`src/rtl/keypad_pkg.sv`:
```
// Shared constants and helpers for the 4x4 keypad scanner and its key-code FIFO.
package keypad_pkg;

  localparam int KEY_CODE_W         = 4;
  localparam int NUM_KEYS           = 16;
  localparam int FIFO_DEPTH_DEFAULT = 8;
  localparam logic [3:0] ROW_IDLE   = 4'b1111;

  // Result of encoding a 16-bit key snapshot.
  typedef struct packed {
    logic                  single;  // exactly one key closed
    logic [KEY_CODE_W-1:0] code;    // index of the lowest closed key
  } key_hit_t;

  // Active-low one-hot row drive for row index idx.
  function automatic logic [3:0] row_drive(input logic [1:0] idx);
    row_drive = ROW_IDLE ^ (4'b0001 << idx);
  endfunction

  // Priority-encode the lowest set bit and flag whether it is the only one.
  function automatic key_hit_t key_encode(input logic [NUM_KEYS-1:0] v);
    key_encode = '0;
    for (int i = NUM_KEYS - 1; i >= 0; i--) begin
      if (v[i]) key_encode.code = KEY_CODE_W'(i);
    end
    key_encode.single = (v != '0) && ((v & (v - 16'd1)) == '0);
  endfunction

endpackage

```
`src/rtl/key_fifo.sv`:
```
// Synchronous FIFO for key codes. A pop is ignored when empty; a push is
// accepted when full only if a pop frees an entry in the same cycle.
module key_fifo import keypad_pkg::*; #(
  parameter int DEPTH = FIFO_DEPTH_DEFAULT,
  parameter int W     = KEY_CODE_W
) (
  input  logic         clk,
  input  logic         reset,
  input  logic         push_i,
  input  logic [W-1:0] data_i,
  input  logic         pop_i,
  output logic [W-1:0] head_o,
  output logic         empty_o,
  output logic         full_o
);

  localparam int AW = $clog2(DEPTH);

  logic [W-1:0]  mem_q [DEPTH];
  logic [AW-1:0] rd_ptr_q, rd_ptr_d;
  logic [AW-1:0] wr_ptr_q, wr_ptr_d;
  logic [AW:0]   count_q, count_d;
  logic          do_pop, do_push;

  assign empty_o = (count_q == '0);
  assign full_o  = (count_q == (AW+1)'(DEPTH));
  assign head_o  = mem_q[rd_ptr_q];
  assign do_pop  = pop_i && !empty_o;
  assign do_push = push_i && (!full_o || do_pop);

  // Next pointer and occupancy values; pointers wrap naturally (DEPTH is a power of two).
  always_comb begin
    // NOTE: every always_comb output gets a default first so no path can infer a latch.
    rd_ptr_d = rd_ptr_q;
    wr_ptr_d = wr_ptr_q;
    count_d  = count_q;
    if (do_pop)  rd_ptr_d = rd_ptr_q + AW'(1);
    if (do_push) wr_ptr_d = wr_ptr_q + AW'(1);
    unique case ({do_push, do_pop})
      2'b10:   count_d = count_q + (AW+1)'(1);
      2'b01:   count_d = count_q - (AW+1)'(1);
      default: count_d = count_q;
    endcase
  end

  // Pointer and occupancy registers.
  always_ff @(posedge clk) begin
    // NOTE: sequential state uses non-blocking assignments so every register samples pre-edge values.
    if (reset) begin
      rd_ptr_q <= '0;
      wr_ptr_q <= '0;
      count_q  <= '0;
    end else begin
      rd_ptr_q <= rd_ptr_d;
      wr_ptr_q <= wr_ptr_d;
      count_q  <= count_d;
    end
  end

  // Storage array write port.
  always_ff @(posedge clk) begin
    // NOTE: storage is not reset; the empty flag masks stale entries, and resetting it would cost a reset net per bit.
    if (do_push) mem_q[wr_ptr_q] <= data_i;
  end

endmodule

```
`src/rtl/keypad_scan_fifo.sv`:
```
// 4x4 matrix keypad front end: row scan, whole-matrix debounce, single-key
// press detection, and a key-code FIFO read through key_data / rd_en.
module keypad_scan_fifo import keypad_pkg::*; #(
  parameter int SCAN_DIV       = 50000,
  parameter int DEBOUNCE_SCANS = 4,
  parameter int FIFO_DEPTH     = FIFO_DEPTH_DEFAULT
) (
  input  logic       clk,
  input  logic       reset,
  output logic [3:0] rows,
  input  logic [3:0] cols,
  input  logic       rd_en,
  output logic [7:0] key_data,
  output logic       overflow
);

  localparam int DIV_W = $clog2(SCAN_DIV);
  localparam int STB_W = $clog2(DEBOUNCE_SCANS + 1);
  localparam logic [STB_W-1:0] STB_MAX = STB_W'(DEBOUNCE_SCANS);

  logic [3:0]            cols_meta_q, cols_meta_d, cols_sync_q, cols_sync_d;
  logic [DIV_W-1:0]      div_cnt_q, div_cnt_d;
  logic [1:0]            row_idx_q, row_idx_d;
  logic [NUM_KEYS-1:0]   snapshot_q, snapshot_d, new_snap;
  logic [NUM_KEYS-1:0]   prev_snap_q, prev_snap_d;
  logic [NUM_KEYS-1:0]   debounced_q, debounced_d;
  logic [STB_W-1:0]      stable_cnt_q, stable_cnt_d;
  logic                  push_q, push_d;
  logic [KEY_CODE_W-1:0] push_code_q, push_code_d;
  logic [7:0]            key_data_q, key_data_d;
  logic                  overflow_q, overflow_d;

  logic                  sample, scan_done, deb_update;
  key_hit_t              hit;
  logic [KEY_CODE_W-1:0] fifo_head;
  logic                  fifo_empty, fifo_full;

  assign sample    = (div_cnt_q == DIV_W'(SCAN_DIV - 1));
  assign scan_done = sample && (row_idx_q == 2'd3);
  assign hit       = key_encode(new_snap);
  assign rows      = row_drive(row_idx_q);
  assign key_data  = key_data_q;
  assign overflow  = overflow_q;

  key_fifo #(
    .DEPTH (FIFO_DEPTH),
    .W     (KEY_CODE_W)
  ) u_fifo (
    .clk     (clk),
    .reset   (reset),
    .push_i  (push_q),
    .data_i  (push_code_q),
    .pop_i   (rd_en),
    .head_o  (fifo_head),
    .empty_o (fifo_empty),
    .full_o  (fifo_full)
  );

  // Scan, sample, debounce and press-event next-state logic.
  always_comb begin
    cols_meta_d  = cols;
    cols_sync_d  = cols_meta_q;
    div_cnt_d    = sample ? '0 : div_cnt_q + DIV_W'(1);
    row_idx_d    = sample ? row_idx_q + 2'd1 : row_idx_q;

    // Snapshot as it stands after this cycle's sample (closed key = 1).
    new_snap = snapshot_q;
    new_snap[{row_idx_q, 2'b00} +: 4] = ~cols_sync_q;
    snapshot_d = sample ? new_snap : snapshot_q;

    prev_snap_d  = prev_snap_q;
    stable_cnt_d = stable_cnt_q;
    if (scan_done) begin
      prev_snap_d = new_snap;
      if (new_snap != prev_snap_q)      stable_cnt_d = '0;
      else if (stable_cnt_q != STB_MAX) stable_cnt_d = stable_cnt_q + STB_W'(1);
    end

    // Update only on the scan that first reaches the stability threshold.
    deb_update  = scan_done && (stable_cnt_q != STB_MAX) && (stable_cnt_d == STB_MAX);
    debounced_d = deb_update ? new_snap : debounced_q;

    // A press is a lone key that was not already down in the old debounced state.
    push_d      = deb_update && hit.single && !debounced_q[hit.code];
    push_code_d = hit.code;

    // A full FIFO drops the push unless rd_en frees the head in the same cycle.
    overflow_d = overflow_q || (push_q && fifo_full && !rd_en);
    key_data_d = fifo_empty ? 8'h00 : {1'b1, 3'b000, fifo_head};
  end

  // State registers; reset discards any partial scan or debounce progress.
  always_ff @(posedge clk) begin
    if (reset) begin
      cols_meta_q  <= 4'hF;
      cols_sync_q  <= 4'hF;
      div_cnt_q    <= '0;
      row_idx_q    <= '0;
      snapshot_q   <= '0;
      prev_snap_q  <= '0;
      stable_cnt_q <= '0;
      debounced_q  <= '0;
      push_q       <= 1'b0;
      push_code_q  <= '0;
      key_data_q   <= 8'h00;
      overflow_q   <= 1'b0;
    end else begin
      cols_meta_q  <= cols_meta_d;
      cols_sync_q  <= cols_sync_d;
      div_cnt_q    <= div_cnt_d;
      row_idx_q    <= row_idx_d;
      snapshot_q   <= snapshot_d;
      prev_snap_q  <= prev_snap_d;
      stable_cnt_q <= stable_cnt_d;
      debounced_q  <= debounced_d;
      push_q       <= push_d;
      push_code_q  <= push_code_d;
      key_data_q   <= key_data_d;
      overflow_q   <= overflow_d;
    end
  end

endmodule

```
`config.mk`:
```
export PLATFORM = sky130hd
export DESIGN_NAME = keypad_scan_fifo
export DESIGN_NICKNAME = d
export VERILOG_FILES = /design/src/rtl/keypad_pkg.sv /design/src/rtl/key_fifo.sv /design/src/rtl/keypad_scan_fifo.sv
export SDC_FILE = /design/constraint.sdc
export NUM_CORES = 1
export LEC_CHECK = 0
export CELL_PAD_IN_SITES_DETAIL_PLACEMENT = 1
export CELL_PAD_IN_SITES_GLOBAL_PLACEMENT = 2
export CORE_ASPECT_RATIO = 0.9
export CORE_MARGIN = 2
export CORE_UTILIZATION = 42
export CTS_BUF_LIST = sky130_fd_sc_hd__clkbuf_4 sky130_fd_sc_hd__clkbuf_8
export DETAILED_ROUTE_END_ITERATION = 10
export HOLD_SLACK_MARGIN = 0.15
export PLACE_DENSITY = 0.81
export RECOVER_POWER = 100
export SETUP_SLACK_MARGIN = 0.2
export SLEW_MARGIN = 0
export SYNTH_ARGS = -nofsm -noshare
export SYNTH_HDL_FRONTEND = slang
export SYNTH_HIERARCHICAL = 1
export SYNTH_SLANG_ARGS = --single-unit
export TNS_END_PERCENT = 1
```
`constraint.sdc`:
```
create_clock -name clk -period 4.4 [get_ports clk]
set_input_delay 0.66 -clock clk [delete_from_list [all_inputs] [get_ports clk]]
set_output_delay 0.66 -clock clk [all_outputs]
set_load 0.005 [all_outputs]
```
==> impl_metrics.ini <==
[floorplanning]
fp.coreArea_um2 = 15500
die_area_um2 = 16900
rows = 43
die_h_um = 124
initial_core_util_pct = 43.1
dieWidth_um = 137
ios = 20

[timing]
setup_tns_ps = 0
fmax_mhz = 257
whs_ps = 412
rsz0062_at_grt = no
drv_slew = 101
min_period_ps = 3890
tightest_slew_ps = 1840
finalHoldViolCount = 0
finClkSkew_ps = 11.5
maxSlewHeadroom_pct = -22.6
final-setup-viol-count = 0
fin_crit_sh_pct = 88.4

[placed_design]
io_buffer_count = 16
place_hpwl_um = 12000
gp_congestion = 0.866
dpl.cell_count = 862

[critical_path]
rrSetupSlack_ps = 510
cp.required_ps = 4670
rr_endpoint = debounced_q[2]
cp_slowest_stage_delay_ps = 580
worst_path_max_delay_cell = ha_1
path_delay_family = simple AND/OR/NAND/NOR gates
r2r_start = row_idx_q[0]
cp-end-kind = flip-flop
critical_path_arrival_ps = 4160
start_kind = flip-flop
critPathMaxFanout = 32
r2r_cells = 11
path_buf_inv = 2
crit_type = flip-flop to flip-flop
worstPathCellList = inv_1 -> ha_1 -> nand4bb_1 -> a2bb2oi_1 -> xnor2_1 -> nor3_1 -> nand4_1 -> nor4_4 -> buf_4 -> mux2i_1 -> nor2_1

[outcome]
failed_checks = max-capacitance violations, max-slew violations
status = finished with violations

[drt]
drt_iter0_markers = 281
vias = 5074
finalWirelength_um = 16700
routed_via_density = 5.68
ant_nets = 0
drc_errors = 0
drt-pass1-iter-count = 4
routedWlPerCell_um = 18.6

[global_routing]
gr-total-overflow = 0
antenna_found_initial = 0
grt_pass1_wl_um = 27400
grt_max_degree = 41
use_met1_pct = 29.2
met3_usage_pct = 4.14
grt_pass1_vias = 5088
global_route.usage.met2_pct = 33.3
grt_usage_pct = 21.2
top_usage_layer = met2

[finish]
multiInputGateArea_um2 = 3330
area_delta_synth_final_pct = 8.55
diodes = 0
fillers = 1732
drive_gt1_share_pct = 12.7
fin_nets = 699
seq_area_um2 = 2980
instances_no_fill = 894
finish.utilization_pct = 46.7

[pwr]
leakage_nw = 2.49
ir_drop_uv = 203
power_mw = 2.79
p_per_area_nw_per_um2 = 385

[synthesis]
seq_area_frac_synth_pct = 44.7
syn_inst = 679
async_flop_share_pct = 0
ys_warn_count = 6
synth-edff-count = 32
synth-seq-cells = 133
synthFlopType = dfxtp_1
ys_types = 89
syn_avg_cell_area_um2 = 9.83
syn-cell-area_um2 = 6670

[clock_network]
cts_tree = done
clk_latency_ps = 450
cts_buffer_depth = 2
clock_sinks = 133
htreeDepth = 4
clock-root-buffer = clkbuf_8
clkSlewWorstSetupHoldPaths_ps = 80
cts_setup_buffers = 0
cts_made_buffers = 17

[worst_hold_path]
min_to = cols_sync_q[0]
hold_path.startpoint = cols_meta_q[0]
worstHoldPathCells = 1
hp-class = flip-flop to flip-flop

[run]
cap_violations = 3
[placed cells by master, fill, tap and decap left out, drive strengths merged, types with 13 or more instances in the layout]
cell,count
xnor2,22
a21oi,20
a211oi,48
nor3,16
nor2,121
nand2,24
nand3,13
edfxtp,32
dfxtp,101
clkbuf,25
inv,21
or2,14
nand2b,16
xor2,14
[synth_stat cells, types with 12 or more instances]
library cell / number / area (µm²)
nor2_1: 116 / 435
dfxtp_1: 101 / 2020
a211oi_1: 32 / 240
edfxtp_1: 32 / 961
nand2_1: 23 / 86.3
xnor2_1: 22 / 193
a21oi_1: 20 / 100
inv_1: 19 / 71.3
clkbuf_1: 18 / 67.6
nand2b_1: 16 / 100
nor3_1: 16 / 80.1
a211oi_2: 15 / 188
xor2_1: 14 / 123
ha_1: 12 / 150
nand3_1: 12 / 60.1
[worst reg2reg max path: cells and delay by family, from the launching register on]
family / cells / cell delay [ps]
AO/OA/AOI/OAI: 1 / 440
XOR/XNOR: 1 / 130
flip-flops: 1 / 470
AND/OR/NAND/NOR: 5 / 1300
buffers and inverters: 2 / 550
adder cells (fa/ha/maj): 1 / 580
multiplexers: 1 / 240
[final cells by class]
cell class,count,share of cell area (%)
Sequential cell,133,41.2
Tap cell,202,3.49
Clock buffer,20,3.54
Inverter,20,1.04
Timing Repair Buffer,23,2.66
Clock inverter,12,2.16
Multi-Input combinational cell,484,45.9
[kinds of logic after synthesis]
kind of cell / synth area share, %
AO/OA/AOI/OAI: 17.8
other: 0.0562
XOR/XNOR: 4.73
adder cells (fa/ha/maj): 2.70
buffers and inverters: 4.91
flip-flops: 44.7
multiplexers: 5.38
AND/OR/NAND/NOR: 19.7
[state kept, by name, indices dropped and copies added (netlist names), 5 cells and up, named ones only]
name,flops
debounced_q,16
key_data,5
snapshot_q,16
prev_snap_q,16
u_fifo/mem_q,32
div_cnt_q,16
[repair_timing]
item	4_1_cts	5_1_grt
resized for setup	0	1
hold buffers	0	0
setup endpoints to repair	0	1
[how the worst max path moves through the flow]
| stage | from | end | depth (start not counted) |
|---|---|---|---|
| 2_1_floorplan | row_idx_q[0] | push_q | 12 |
| 3_3_place_gp | row_idx_q[0] | push_q | 11 |
| 3_5_place_dp | row_idx_q[0] | push_q | 11 |
| 4_1_cts | row_idx_q[0] | push_q | 11 |
| 5_1_grt | row_idx_q[0] | push_q | 11 |
| 6_report | row_idx_q[0] | debounced_q[2] | 11 |
[per-stage QoR]
stage	area, µm²	setup slack, ps
2_1_floorplan	6680	1330
3_3_place_gp	6890	800
3_5_place_dp	6890	565
4_1_cts	7300	564
5_1_grt	7240	218
6_report	7240	512
[power by group]
group          internal (mW)  switching [mW]  total (mW)
clock                  0.580           0.496        1.08
combinational          0.173           0.181       0.354
sequential              1.29          0.0671        1.36
total                   2.04           0.744        2.79
[layer usage]
metal | up-vias | part of all wire [%]
met5 | - | 0
met2 | 61 | 45
li1 | 2447 | -
met3 | 24 | 2.9
met1 | 2542 | 50
met4 | 0 | 1.9
No activity file was read; power rests on OpenSTA's default activity.
